## config.mk

```make
export PLATFORM = sky130hd
export DESIGN_NAME = arbiter8_pri_flat
export DESIGN_NICKNAME = d
export VERILOG_FILES = /design/src/rtl/arbiter8_pri_pkg.sv /design/src/rtl/arbiter8_pri_if.sv /design/src/rtl/arb_prio_pick.sv /design/src/rtl/arbiter8_pri.sv /design/src/flat_wrapper.sv
export SDC_FILE = /design/constraint.sdc
export NUM_CORES = 1
export LEC_CHECK = 0
export ABC_CLOCK_PERIOD_IN_PS = 1600
export CAP_MARGIN = 0
export CELL_PAD_IN_SITES_DETAIL_PLACEMENT = 2
export CELL_PAD_IN_SITES_GLOBAL_PLACEMENT = 2
export CORE_ASPECT_RATIO = 0.6
export CORE_MARGIN = 4
export CORE_UTILIZATION = 30
export CTS_CLUSTER_SIZE = 14
export DETAILED_ROUTE_END_ITERATION = 16
export PLACE_DENSITY_LB_ADDON = 0.25
export SYNTH_ARGS = -nofsm -noshare
export SYNTH_HDL_FRONTEND = slang
export SYNTH_SLANG_ARGS = --single-unit
```

## constraint.sdc

```tcl
create_clock -name iClk -period 1.6 [get_ports iClk]
set_input_delay 0.32 -clock iClk [delete_from_list [all_inputs] [get_ports iClk]]
set_output_delay 0.32 -clock iClk [all_outputs]
set_load 0.05 [all_outputs]
```

## src/rtl/arbiter8_pri_pkg.sv

```systemverilog
// Shared types and constants for the eight-requester arbiter.
package arb_pkg;
  localparam int         NUM_REQ = 8;
  localparam logic [2:0] ID_NONE = 3'b111;

  typedef enum logic [1:0] {IDLE, GRANT, TURN} state_e;
endpackage

```

## src/rtl/arbiter8_pri_if.sv

```systemverilog
// Request/grant bundle between requesters (master side) and the arbiter (slave side).
interface arbiter8_pri_if;
  import arb_pkg::*;

  logic [NUM_REQ-1:0] iReq_n;
  logic               iEn_n;
  logic [NUM_REQ-1:0] oGrant;
  logic [2:0]         oGrantId;
  logic               oBusy;
  logic               oTimeout;

  modport master (output iReq_n, iEn_n, input oGrant, oGrantId, oBusy, oTimeout);
  modport slave  (input iReq_n, iEn_n, output oGrant, oGrantId, oBusy, oTimeout);
endinterface

```

## src/rtl/arb_prio_pick.sv

```systemverilog
// Combinational picker: first set bit of elig_i at or after start_i, wrapping 7->0.
module arb_prio_pick
  import arb_pkg::*;
(
  input  logic [NUM_REQ-1:0] elig_i,
  input  logic [2:0]         start_i,
  output logic [NUM_REQ-1:0] win_o,
  output logic [2:0]         id_o,
  output logic               found_o
);
  always_comb begin
    logic [2:0] idx;
    idx     = '0;
    win_o   = '0;
    id_o    = ID_NONE;
    found_o = 1'b0;
    for (int i = 0; i < NUM_REQ; i++) begin
      idx = start_i + 3'(i);
      if (!found_o && elig_i[idx]) begin
        found_o    = 1'b1;
        id_o       = idx;
        win_o[idx] = 1'b1;
      end
    end
  end
endmodule

```

## src/rtl/arbiter8_pri.sv

```systemverilog
// Eight-requester arbiter with hold timeout and one turnaround cycle between owners.
// Define ARB_ROUND_ROBIN_EN for a rotating start pointer; default is fixed priority (bit 0 first).
module arbiter8_pri
  import arb_pkg::*;
#(
  parameter int MAX_HOLD = 16
) (
  input  logic           iClk,
  input  logic           iRst_n,
  arbiter8_pri_if.slave  bus
);
  localparam int CW = (MAX_HOLD > 0) ? $clog2(MAX_HOLD + 1) : 1;

  state_e             state_q, state_d;
  logic [NUM_REQ-1:0] grant_q, grant_d;
  logic [NUM_REQ-1:0] mask_q, mask_d;
  logic [2:0]         id_q, id_d;
  logic [CW-1:0]      cnt_q, cnt_d;
  logic               to_q, to_d;
  logic [2:0]         ptr;

  logic [NUM_REQ-1:0] elig, win;
  logic [2:0]         win_id;
  logic               found;
  logic               hold_done;

  assign elig      = ~bus.iReq_n & ~mask_q;
  assign hold_done = (MAX_HOLD != 0) && (cnt_q == CW'(MAX_HOLD - 1));

  arb_prio_pick u_pick (
    .elig_i  (elig),
    .start_i (ptr),
    .win_o   (win),
    .id_o    (win_id),
    .found_o (found)
  );

`ifdef ARB_ROUND_ROBIN_EN
  logic [2:0] ptr_q;
  assign ptr = ptr_q;

  // Next search starts just past whoever just gave up the bus.
  always_ff @(posedge iClk or negedge iRst_n) begin
    if (!iRst_n)                                  ptr_q <= '0;
    else if (state_q == GRANT && state_d == TURN) ptr_q <= id_q + 3'd1;
  end
`else
  assign ptr = '0;
`endif

  always_comb begin
    state_d = state_q;
    grant_d = grant_q;
    id_d    = id_q;
    cnt_d   = cnt_q;
    mask_d  = mask_q;
    to_d    = 1'b0;
    case (state_q)
      IDLE: begin
        // A timed-out owner sits out exactly one arbitration.
        mask_d = '0;
        if (!bus.iEn_n && found) begin
          grant_d = win;
          id_d    = win_id;
          cnt_d   = '0;
          state_d = GRANT;
        end
      end
      GRANT: begin
        if (cnt_q != {CW{1'b1}}) cnt_d = cnt_q + 1'b1;
        // Release/disable take precedence over a coincident timeout.
        if (bus.iReq_n[id_q] || bus.iEn_n || hold_done) begin
          state_d = TURN;
          grant_d = '0;
          id_d    = ID_NONE;
          if (!bus.iReq_n[id_q] && !bus.iEn_n) begin
            to_d   = 1'b1;
            mask_d = grant_q;
          end
        end
      end
      TURN:    state_d = IDLE;
      default: state_d = IDLE;
    endcase
  end

  always_ff @(posedge iClk or negedge iRst_n) begin
    if (!iRst_n) begin
      state_q <= IDLE;
      grant_q <= '0;
      mask_q  <= '0;
      id_q    <= ID_NONE;
      cnt_q   <= '0;
      to_q    <= 1'b0;
    end else begin
      state_q <= state_d;
      grant_q <= grant_d;
      mask_q  <= mask_d;
      id_q    <= id_d;
      cnt_q   <= cnt_d;
      to_q    <= to_d;
    end
  end

  assign bus.oGrant   = grant_q;
  assign bus.oGrantId = id_q;
  assign bus.oBusy    = |grant_q;
  assign bus.oTimeout = to_q;
endmodule
```

## src/flat_wrapper.sv

```systemverilog
// flat-port wrapper written by rule: the top's interface ports become plain ports
module arbiter8_pri_flat import arb_pkg::*;
#(
  parameter int MAX_HOLD = 16
)
  (iClk, iRst_n, bus_iReq_n, bus_iEn_n, bus_oGrant, bus_oGrantId, bus_oBusy, bus_oTimeout);
  arbiter8_pri_if bus_i ();
  input  logic iClk;
  input  logic iRst_n;
  input wire logic [$bits(bus_i.iReq_n)-1:0] bus_iReq_n;
  input wire logic [$bits(bus_i.iEn_n)-1:0] bus_iEn_n;
  output wire logic [$bits(bus_i.oGrant)-1:0] bus_oGrant;
  output wire logic [$bits(bus_i.oGrantId)-1:0] bus_oGrantId;
  output wire logic [$bits(bus_i.oBusy)-1:0] bus_oBusy;
  output wire logic [$bits(bus_i.oTimeout)-1:0] bus_oTimeout;
  assign bus_i.iReq_n = bus_iReq_n;
  assign bus_i.iEn_n = bus_iEn_n;
  assign bus_oGrant = bus_i.oGrant;
  assign bus_oGrantId = bus_i.oGrantId;
  assign bus_oBusy = bus_i.oBusy;
  assign bus_oTimeout = bus_i.oTimeout;
  arbiter8_pri #(.MAX_HOLD(MAX_HOLD)) u_core (.iClk(iClk), .iRst_n(iRst_n), .bus(bus_i));
endmodule
```

==> results <==
kinds of logic after synthesis:
kind of cell / synth area share [%]
flops: 49.7
buf+inv: 3.84
simple gates: 17.3
compound gates: 23.5
fa+ha+maj: 2.75
mux: 2.93
per-layer routing:
layer,GRT usage [%],part of all wire (%),wire [µm]
met1,36.8,39,3550
met2,46.5,48,4400
met3,3.90,8.8,812
met4,10.7,4.7,433
met5,0,0,0
report_power, final:
group          internal (mW)  switching, mW  leakage, nW
Combinational           1.13           1.48        0.820
Clock                  0.179          0.233       0.0228
Sequential             0.839          0.215        0.356
flip-flops by register name, indices dropped and copies added, names as in the netlist:
name,count
u_core.bus.oTimeout,1
u_core.state_q,2
u_core.mask_q,8
u_core.bus.oGrantId,3
u_core.bus.oGrant,8
u_core.cnt_q,5
placed cells by master (no fill, tap or decap), types with 3 or more instances in the layout:
cell type / netlist / final
sky130_fd_sc_hd__inv_1: 6 / 6
sky130_fd_sc_hd__nor3_1: 5 / 3
sky130_fd_sc_hd__nand2_1: 9 / 7
sky130_fd_sc_hd__buf_12: 0 / 13
sky130_fd_sc_hd__buf_4: 1 / 50
sky130_fd_sc_hd__o22ai_2: 0 / 3
sky130_fd_sc_hd__nand3_1: 4 / 3
sky130_fd_sc_hd__dfstp_2: 3 / 3
sky130_fd_sc_hd__dfrtp_1: 24 / 22
sky130_fd_sc_hd__a21oi_1: 4 / 3
sky130_fd_sc_hd__nor2_1: 9 / 7
sky130_fd_sc_hd__buf_6: 2 / 7
sky130_fd_sc_hd__clkbuf_8: 0 / 3
sky130_fd_sc_hd__dlygate4sd2_1: 0 / 8
sky130_fd_sc_hd__a22o_1: 10 / 10
sky130_fd_sc_hd__a21o_1: 5 / 5
sky130_fd_sc_hd__and3_4: 0 / 3
sky130_fd_sc_hd__nand2b_4: 0 / 3
sky130_fd_sc_hd__mux2i_4: 0 / 3
area by class of cell:
class / instances / area [µm²]
fillers: 393 / 1750
flip-flops and latches: 27 / 682
clock buffers: 4 / 45.0
repair buffers: 80 / 805
multi-input cells: 92 / 876
diodes: 1 / 2.50
inverters: 6 / 22.5
well taps: 60 / 75.1
final timing paths:
path | to | slack, ps | cells after the start
worst max-delay path | u_core.mask_q[2]$_DFFE_PN0P_ | -490 | 6
worst min-delay path | u_core.bus.oGrant[4]$_DFFE_PN0P_ | 460 | 2
worst max register to register | u_core.mask_q[2]$_DFFE_PN0P_ | -490 | 6
worst min register to register | u_core.bus.oGrant[2]$_DFFE_PN0P_ | 590 | 1
max in group asynchronous | u_core.bus.oGrantId[0]$_DFFE_PN1P_ | 820 | 2
min in group iClk | u_core.bus.oGrant[2]$_DFFE_PN0P_ | 590 | 1
per-stage QoR:
stage          hold slack [ps]  utilization [%]  instances
3_3_place_gp               523             49.4        250
6_report                   464             58.9        270
2_1_floorplan             24.4                -        127
5_1_grt                    483             58.9        270
3_5_place_dp               542             49.4        250
4_1_cts                    413             55.0        260
worst reg2reg max path: cells and delay by family, from the launching register on:
family	cells	cell delay [ps]
mux	1	260
compound gates	3	600
simple gates	1	320
buf+inv	1	150
flops	1	630
cell usage after synthesis (all sizes together), types with 2 or more instances:
library cell	count	area share, %
a21oi	4	1.5
mux2i	4	2.9
nand2b	4	1.8
o22ai	4	1.8
inv	6	1.6
a21o	5	2.7
nand3	4	1.5
or2	2	1.1
a22o	10	6.4
buf	3	2.2
a22oi	2	1.1
nor3	7	3.3
nor2	9	2.5
o21ai	3	1.1
nor4	5	2.7
dfrtp	24	44
nand2	9	2.5
and3	2	0.91
o31ai	2	1.8
dfstp	3	5.8
a31oi	2	1.4
ha	3	2.7
timing repair:
item | in CTS | in global routing
setup buffers | 6 | 10
endpoints found under the setup margin | 28 | 29
gates resized for setup | 40 | 21
cloned | 1 | 0
pin swaps | 7 | 15
==> results.txt <==
----------------------------------------------------
[Power]
  Leakage ... 1.20 nW
  Power per cell area ... 1630 nW/µm²
  Post-route total power ... 4.08 mW
  IR Drop Worst-Case VDD ... 0.00100 V

[GRT]
  Total GRT Usage ... 27.7%
  First-pass GRT wire length ... 11,000 µm
  Total overflow reported by the global router ... 0
  Via count of the first global-routing pass ... 1,661
  Antenna violations before repair ... 2
  Largest net degree at the start of global routing ... 28

[Critical path]
  Required time at the endpoint of the critical path ... 1760 ps
  Worst Setup Start Kind ... flip-flop
  CP peak stage delay ... 630 ps
  Setup Crit Path Kind ... flip-flop to flip-flop
  Worst path cell trace ... buf_12, mux2i_4, o22ai_4, nor3_4, a31oi_4, a22o_1
  Critical path buffer and inverter count ... 1
  Arrival time at the worst endpoint ... 2260 ps
  Source of the critical timing path ... u_core.bus.oGrantId[0]$_DFFE_PN1P_
  Crit. End Element ... flip-flop
  Source of the worst register-to-register timing path ... u_core.bus.oGrantId[0]$_DFFE_PN1P_
  Maximum net fanout on the critical path ... 8
  Highest-delay cell along the critical path ... sky130_fd_sc_hd__dfstp_2
  Top Family by Delay on Critical Path ... flip-flops

[Synth]
  Number of library cell types mapped by synthesis ... 37
  Combined area of all synthesized cells ... 1370 µm²
  Count of warnings emitted by yosys ... 0
  FFs w/ async S/R, synth ... 100%
  Part of the Yosys area used for sequential elements ... 49.7%
  Syn avg cell area ... 10.8 µm²
  Number of storage elements in the synthesis netlist ... 27
  Prevailing post-synth register cell ... sky130_fd_sc_hd__dfrtp_1
  Number of enable-type register cells in the synthesized netlist ... 0
  Syn Inst Count ... 127
  Net count after synthesis ... 141

[Floorplan]
  Overall die area ... 5740 µm²
  I/O pin count ... 24
  Die Span Y ... 60.3 µm
  Placeable core region ... 4260 µm²
  Die span in x ... 95.2 µm
  Starting density of the core ... 32.1%
  Standard-cell rows ... 18

[Timing]
  Max_slew headroom ... 59.6%
  Setup repair after global routing missed its margin ... true
  Least-Margin Pin Slew ... 600 ps
  Maximum clock rate ... 478 MHz
  Post-Route Skew ... 14.6 ps
  Summed negative setup slack over all endpoints ... -9420 ps
  Final count of negative-setup-slack endpoints ... 29
  Setup slack after layout ... -494 ps
  Final count of pins violating max slew ... 0
  Post-layout minimum cycle time ... 2090 ps
  Period utilisation layout ... 131%
  Final hold violation count ... 0

[Route]
  Number of detailed-route iterations in the first pass ... 5
  Iteration-0 DRC Markers ... 126
  Detail-routed via count per cell ... 6.19
  Wire length per cell after detailed routing ... 34.1 µm
  Detailed-route DRC error count ... 0
  Post-route antenna net violation count ... 0
  Via count ... 1,670
  Final wirelength ... 9200 µm

[Clock network]
  CTS Hold Buffers Added ... 0
  CTS tree ... yes
  Clock-pin slew reported for the worst setup and hold paths after clock tree synthesis ... 100 ps
  Buffer levels on the longest clock path ... 2
  Clk Latency, worst-skew pair ... 290 ps
  Master cell of the clock root buffer ... sky130_fd_sc_hd__clkbuf_8
  Clk sinks ... 27
  Number of clock buffers inserted by TritonCTS ... 3
  Maximum level of the CTS H-tree ... 1

[Placed design]
  IO Port Bufs ... 23
  Post-DP HPWL ... 4640 µm
  Area of placed instances ... 2100 µm²
  Final RePlAce weighted congestion ... 0.837
  Pre-CTS WS ... -614 ps

[Run]
  Max-cap violations ... 0

[Finish]
  Non-Filler Cell Area, Final ... 2510 µm²
  Area Overhead vs Synth ... 83.3%
  Fraction of layout cells with a size suffix above 1 ... 56.0%
  Net count reported at finish ... 224

[Outcome]
  Status ... finished, violations left
  Failing checks ... setup timing

[Worst hold path]
  Hold/Removal Path Class ... input port to asynchronous set/reset pin

----------------------------------------------------
(Power assumes the default switching activity.)
